==> src/rtl/bus_copy_pkg.sv <==
// Shared types and constants for the block-copy bus initiator.
package bus_copy_pkg;

    typedef enum logic [2:0] {
        IDLE     = 3'd0,
        READ     = 3'd1,
        WR_SETUP = 3'd2,
        WRITE    = 3'd3,
        RD_SETUP = 3'd4,
        FINISH   = 3'd5
    } state_t;

    localparam int DEFAULT_ADDR_STEP = 4;

    // Byte-address advance; wraps modulo 2^32 by construction.
    function automatic logic [31:0] next_addr(input logic [31:0] addr, input logic [31:0] step);
        return addr + step;
    endfunction

endpackage

==> src/rtl/bus_copy_initiator.sv <==
// Copies N words from a source to a destination range over a single-outstanding
// request/ready bus: one read, then one write per word.
//
// state    | meaning
// ---------+-----------------------------------------------------------
// IDLE     | waiting for i_start; no bus activity
// READ     | read request to src held until i_ready
// WR_SETUP | request low for one cycle; write data presented
// WRITE    | write request to dst held until i_ready
// RD_SETUP | request low for one cycle before the next read
// FINISH   | o_done pulse, then back to IDLE
module bus_copy_initiator
    import bus_copy_pkg::*;
#(
    parameter int WIDTH       = 32,
    parameter int ADDR_STEP   = DEFAULT_ADDR_STEP,
    parameter int COUNT_WIDTH = 16
) (
    input  logic                   i_clock,
    input  logic                   i_reset_n,
    input  logic                   i_start,
    input  logic [31:0]            i_src,
    input  logic [31:0]            i_dst,
    input  logic [COUNT_WIDTH-1:0] i_count,
    output logic                   o_busy,
    output logic                   o_done,
    output logic                   o_error,
    output logic                   o_request,
    output logic                   o_rw,
    output logic [31:0]            o_address,
    output logic [WIDTH-1:0]       o_wdata,
    input  logic [WIDTH-1:0]       i_rdata,
    input  logic                   i_ready,
    input  logic                   i_valid
);

    localparam logic [31:0]            STEP = 32'(ADDR_STEP);
    localparam logic [COUNT_WIDTH-1:0] ONE  = COUNT_WIDTH'(1);

    state_t                 state;
    logic [31:0]            src_q;
    logic [31:0]            dst_q;
    logic [COUNT_WIDTH-1:0] remaining_q;

    // All outputs are registered; each transition loads the values the next state presents.
    always_ff @(posedge i_clock or negedge i_reset_n) begin
        if (!i_reset_n) begin
            state       <= IDLE;
            src_q       <= '0;
            dst_q       <= '0;
            remaining_q <= '0;
            o_busy      <= 1'b0;
            o_done      <= 1'b0;
            o_error     <= 1'b0;
            o_request   <= 1'b0;
            o_rw        <= 1'b0;
            o_address   <= '0;
            o_wdata     <= '0;
        end else begin
            o_done <= 1'b0;
            case (state)
                IDLE: begin
                    if (i_start) begin
                        o_error <= 1'b0;
                        o_busy  <= 1'b1;
                        if (i_count != '0) begin
                            src_q       <= i_src;
                            dst_q       <= i_dst;
                            remaining_q <= i_count;
                            o_request   <= 1'b1;
                            o_rw        <= 1'b0;
                            o_address   <= i_src;
                            state       <= READ;
                        end else begin
                            o_done <= 1'b1;
                            state  <= FINISH;
                        end
                    end
                end

                READ: begin
                    if (i_ready) begin
                        o_request <= 1'b0;
                        if (i_valid) begin
                            o_wdata <= i_rdata;
                            state   <= WR_SETUP;
                        end else begin
                            o_error <= 1'b1;
                            o_done  <= 1'b1;
                            state   <= FINISH;
                        end
                    end
                end

                WR_SETUP: begin
                    o_request <= 1'b1;
                    o_rw      <= 1'b1;
                    o_address <= dst_q;
                    state     <= WRITE;
                end

                WRITE: begin
                    if (i_ready) begin
                        o_request <= 1'b0;
                        if (!i_valid) begin
                            o_error <= 1'b1;
                            o_done  <= 1'b1;
                            state   <= FINISH;
                        end else begin
                            src_q       <= next_addr(src_q, STEP);
                            dst_q       <= next_addr(dst_q, STEP);
                            remaining_q <= remaining_q - ONE;
                            if (remaining_q == ONE) begin
                                o_done <= 1'b1;
                                state  <= FINISH;
                            end else begin
                                state <= RD_SETUP;
                            end
                        end
                    end
                end

                RD_SETUP: begin
                    o_request <= 1'b1;
                    o_rw      <= 1'b0;
                    o_address <= src_q;
                    state     <= READ;
                end

                FINISH: begin
                    o_busy <= 1'b0;
                    state  <= IDLE;
                end

                default: begin
                    o_busy    <= 1'b0;
                    o_request <= 1'b0;
                    state     <= IDLE;
                end
            endcase
        end
    end

endmodule
==> config.mk <==
export PLATFORM = sky130hd
export DESIGN_NAME = bus_copy_initiator
export DESIGN_NICKNAME = d
export VERILOG_FILES = /design/src/rtl/bus_copy_pkg.sv /design/src/rtl/bus_copy_initiator.sv
export SDC_FILE = /design/constraint.sdc
export NUM_CORES = 1
export LEC_CHECK = 0
export BUFFER_PORTS_ARGS = -buffer_cell sky130_fd_sc_hd__buf_2
export CORE_MARGIN = 2
export CORE_UTILIZATION = 55
export CTS_CLUSTER_DIAMETER = 100
export DETAILED_ROUTE_END_ITERATION = 16
export GPL_TIMING_DRIVEN = 0
export HOLD_SLACK_MARGIN = 0.03
export PLACE_DENSITY = 0.81
export SYNTH_ARGS = -nofsm -noshare
export SYNTH_HDL_FRONTEND = slang
export SYNTH_SLANG_ARGS = --single-unit
==> constraint.sdc <==
create_clock -name i_clock -period 2.8 [get_ports i_clock]
set_input_delay 0.42 -clock i_clock [delete_from_list [all_inputs] [get_ports i_clock]]
set_output_delay 0.42 -clock i_clock [all_outputs]
set_load 0.1 [all_outputs]
**After elaboration in Yosys (flattened, before gate mapping)**

Cells that the tools add are included.

- $add $sub $neg: 3
- Eq/ne operators: 13
- Multiplexer cells: 45
- Bitwise gates (word level): 2
- Reduce and logical (&&, ||, !) cells: 15

Operators by type and width:

| operator | count |
|---|---|
| $mux 32 | 8 |
| $pmux 32 s2 | 2 |
| $pmux 32 s3 | 1 |
| $add 32x3->32 const B | 2 |
| $mux 16 | 4 |
| $pmux 16 s2 | 1 |
| $mux 1 | 18 |
| $eq 16x1->1 const B | 1 |
| $reduce_bool 16->1 | 1 |
| $sub 16x1->16 const B | 1 |
| $mux 3 | 5 |
| $pmux 3 s5 | 1 |
| $ne 2x2->1 const B | 6 |
| $reduce_and 3->1 | 3 |
| $reduce_and 4->1 | 2 |
| $eq 3x2->1 const B | 2 |
| $eq 3x3->1 const B | 2 |
| $pmux 1 s3 | 2 |
| $reduce_and 5->1 | 1 |
| $pmux 1 s2 | 2 |
| $pmux 1 s4 | 1 |
| $reduce_bool 2->1 | 2 |
| $reduce_or 2->1 | 2 |
| $reduce_or 4->1 | 1 |
| 6 further kinds | 7 |

- Flip-flop bits (word level): 152
- Input port bits: 117
- Output and inout bits: 69
- Word-level logic and storage cells: 89

**Depth between registers and ports, before layout**

- Depth after elaboration: 5
- Gate-level depth with buffers: 7
- Gate-level depth less buffers: 7

**Worst setup path after synthesis**

OpenSTA, ideal clock, no wires.

- Path type: reg2reg
- Start: register remaining_q[7]
- End: register state[0]
- Library setup time: 82 ps
- Data arrival time: 1993 ps
- Required time: 2718 ps
- Setup slack: 725 ps
- Stages on the path, launching flop included: 6
- Buffers on the path: 1
- Period minus slack after synthesis: 2075 ps
- Cell sequence: dfrtp_1 or4_1 buf_2 or4b_4 o31a_1 a31oi_1

- Cells in the longest elaborated chain, start to end: 5

Ends and longest elaborated chain:

| element | line | RTL |
|---|---|---|
| start: declaration | bus_copy_initiator.sv:43 | `logic [COUNT_WIDTH-1:0] remaining_q;` |
| start signal: assignment | bus_copy_initiator.sv:69 | `remaining_q <= i_count;` |
| start signal: assignment | bus_copy_initiator.sv:112 | `remaining_q <= remaining_q - ONE;` |
| $eq 16x1->1 | bus_copy_initiator.sv:113 | `if (remaining_q == ONE) begin` |
| $mux 1 | bus_copy_initiator.sv:113 |  |
| $mux 1 | bus_copy_initiator.sv:105 | `if (!i_valid) begin` |
| $mux 3 | bus_copy_initiator.sv:103 | `if (i_ready) begin` |
| $pmux 3 s5 | bus_copy_initiator.sv:61 | `case (state)` |
| end signal: assignment | bus_copy_initiator.sv:108 | `state <= FINISH;` |
| end signal: assignment | bus_copy_initiator.sv:115 | `state <= FINISH;` |
| end signal: assignment | bus_copy_initiator.sv:117 | `state <= RD_SETUP;` |
| end: declaration | bus_copy_initiator.sv:40 | `state_t state;` |

No other way between the ends. The select of a mux whose other input is x is not followed.
A chain may end at the register's enable or synchronous reset.

**Worst setup path after layout**

- Start: register state[1]
- End: register remaining_q[15]

- Cells in the longest elaborated chain, start to end: 3
- Elaborated cells on any way between the ends: 9
- Classes of those cells: 5 x eq/ne; 1 x mux; 3 x reduce/logical

Ends and longest elaborated chain:

| element | line | RTL |
|---|---|---|
| start signal: assignment | bus_copy_initiator.sv:48 | `state <= IDLE;` |
| start signal: assignment | bus_copy_initiator.sv:73 | `state <= READ;` |
| start signal: assignment | bus_copy_initiator.sv:76 | `state <= FINISH;` |
| $eq 3x2->1 / $logic_not 3->1 (equally long branches) | bus_copy_initiator.sv:61 |  |
| $ne 2x2->1 (no line) / $reduce_bool 2->1 (equally long branches) | -- |  |
| $reduce_and 5->1 (no line) | -- |  |

Parallel ways exist; a longest one is shown, timed or not.

==> out/metrics.csv <==
metric,value,unit
Yosys top cell area share,44.7,%
initial core utilization,56.2,%
Tot GR Track Use,37.9,%
number of H-tree levels,4,
post-synthesis sequential area ratio,44.7,%
die width,128,um
Syn Nets,1102,
"Distinct cells, synth",55,
"commonest non-fill, non-tap cell in the layout",buf_2,
"Cell Area, Synth",0.00851,sq mm
Max transition margin,33.4,%
M2 GR Usage,54.5,%
Compound-Gate Fraction of Synth Area,30.7,%
worst hold stages,2,
async set-or-reset flop fraction in the synthesized netlist,100,%
Switch Pwr,8.76,mW
Leak,4.34,nW
startpoint class of the critical path,flop,
Die H,128,um
Worst EP arrival,3090,ps
syn avg cell area,8.67,sq um
dominant cell type by area after synthesis,dfrtp_1,
Achievable Freq,358,MHz
Clk pwr share,15.2,%
Worst-path clk slew,70,ps
Least-Margin Pin Slew,989,ps
combinational power share,56.4,%
yosys warns,0,
Syn-to-layout area delta,21.4,%
vias in the first global route,8631,
top post-synthesis cells by area,"dfrtp_1 45%, o21ai_0 9.9%, a21oi_1 4.9%",
Net Sw Frac,57.4,%
Core ar.,0.0151,sq mm
Antenna Cells,0,
pin count of the biggest net entering global routing,82,
first-pass GRT wire length,47600,um
worst-path fanout max,10,
antenna-violating nets left,0,
status,"complete, no violations",
clk_skew,8.94,ps
First DRT Iteration DRCs,1617,
Final Max Tran Viols,0,
final hold viol count,0,
HP Class,in -> reg,
Reg-to-Reg End,remaining_q[15],
final core utilization,68.2,%
final cycle utilization of the critical path,99.8,%
largest family of logic cells by synthesized area,compound AO/OA/AOI/OAI gates,
DRT Pass-1 Iters,6,
final weighted congestion in routability-driven placement,1.00,
WS Path Type,reg -> reg,
Synth Register Bits,152,
Post-Synthesis Cells,981,
CP Capture Point,remaining_q[15],
Clock Sinks,152,
fin crit period,2790,ps
DR vias,9393,
boundary pin count,186,
CP required,3100,ps
Synth Area in Adders,0.588,%
reg2reg start,state[1],
RSZ-0062 raised after global routing,no,
vias per cell,6.77,
origin of the worst setup path,state[1],
share of layout cells above drive strength 1,22.6,%
DR WL/cell,22.4,um
number of buffers added on ports,185,
DR DRC count,0,
Power Total,15.3,mW
worst skew pair latency,440,ps
Synth Area in XOR/XNOR,0,%
Die Area,0.0165,sq mm
Synth Area in Simple Gates,15.1,%
num rows,45,
GR Overflow Total,0,
GR Util met3,11.1,%
CTS Buf Count,17,
Worst Setup End Kind,flop,
CTS tree,done,
CTS root buffer,clkbuf_16,
Hold Crit Start,i_rdata[26],
Post-DP HPWL,21900,um
Nets,1308,
most frequent cells in the layout,"188 x buf_2, 169 x o21ai_0, 152 x dfrtp_1",
Main synth FF type,dfrtp_1,
Pint,6.50,mW
number of synthesized flops with an enable pin,0,
mux contribution to synthesized area,4.47,%
routed wire length,31100,um
postcts setup bufs,0,
met1 usage,53.8,%
number of max-cap violations,0,
maximum VDD drop,1370,uV
sequential share of power,28.5,%
power per cell area,1480,mW/mm^2
r2r worst-path depth,7,
layer with the highest usage,met2,
# setup viols final,0,
R2R setup slack,5,ps
CTS max path bufs,2,
initial antenna violation count,0,
cell usage after synthesis, types with 12 or more instances:
cell type	number
and3_1	12
o22ai_1	58
nand4_1	25
dfrtp_1	152
o221ai_1	32
o21ai_0	169
a21oi_1	84
mux2_2	32
inv_1	14
nor2_1	55
nand3_1	29
clkbuf_1	69
nand2_1	96
cells by family (layout without fill, tap and decap cells):
family,after synthesis,in the layout
fa+ha+maj,4,4
simple gates,267,267
mux,34,34
compound gates,426,426
flops,152,152
buf+inv,98,317
registers in the layout, indices dropped and copies added, names as in the netlist:
register	cells
o_address	32
o_busy	1
o_request	1
o_done	1
remaining_q	16
o_rw	1
src_q	32
state	3
dst_q	32
o_error	1
o_wdata	32
layout make-up:
class	instances	area, sq um
buffer	84	333
clock buffer	17	425
clock inverter	15	156
fill	1238	4820
inverter	14	52.6
multi-input combinational	731	4350
sequential	152	3800
tap	188	235
timing repair buffer	187	970
critical path, cell delays in order, from the launching register on:
cell and delay, ps:
dfrtp_1 480, clkbuf_1 410, and3_1 280, buf_2 300
clkbuf_1 650, o21ai_0 240, a21oi_1 230, a21oi_1 60
worst min-delay path by stage:
| stage | to |
|---|---|
| after floorplan | dst_q[0] |
| after global placement | o_address[8] |
| final | o_wdata[26] |
| after detailed placement | o_address[5] |
| after CTS | o_wdata[26] |
| after global routing | o_wdata[20] |
metrics by stage:
stage	instance area (sq um)	instances	setup WS [ps]	hold slack [ps]	setup TNS, ps
2_1_floorplan	8510	981	725	124	0
3_3_place_gp	9670	1354	-962	455	-154810
3_5_place_dp	9700	1355	-282	465	-13750
4_1_cts	10300	1388	41.4	203	0
5_1_grt	10300	1388	0.241	201	0
6_report	10300	1388	5.18	205	0
per-layer routing:
metal	vias up	routed length, um
met5	-	0
met4	0	1210
met3	117	4520
met2	787	13300
met1	4331	12000
li1	4158	-
power groups by stage:
stage | Combinational, mW | Clock (mW) | Sequential, mW
after global placement | 8.26 | 0 | 4.24
after CTS | 8.41 | 2.32 | 4.26
after global routing | 9.05 | 2.41 | 4.44
after floorplan | 3.15 | 0 | 7.40
final | 8.60 | 2.31 | 4.34
after detailed placement | 8.38 | 0 | 4.28
what timing repair did:
action / CTS / global route
hold buffers: 1 / 0
endpoints found under the hold margin: 13 / 0
resized for setup: 2 / 14
setup endpoints to repair: 13 / 68
(Power assumes the default switching activity.)
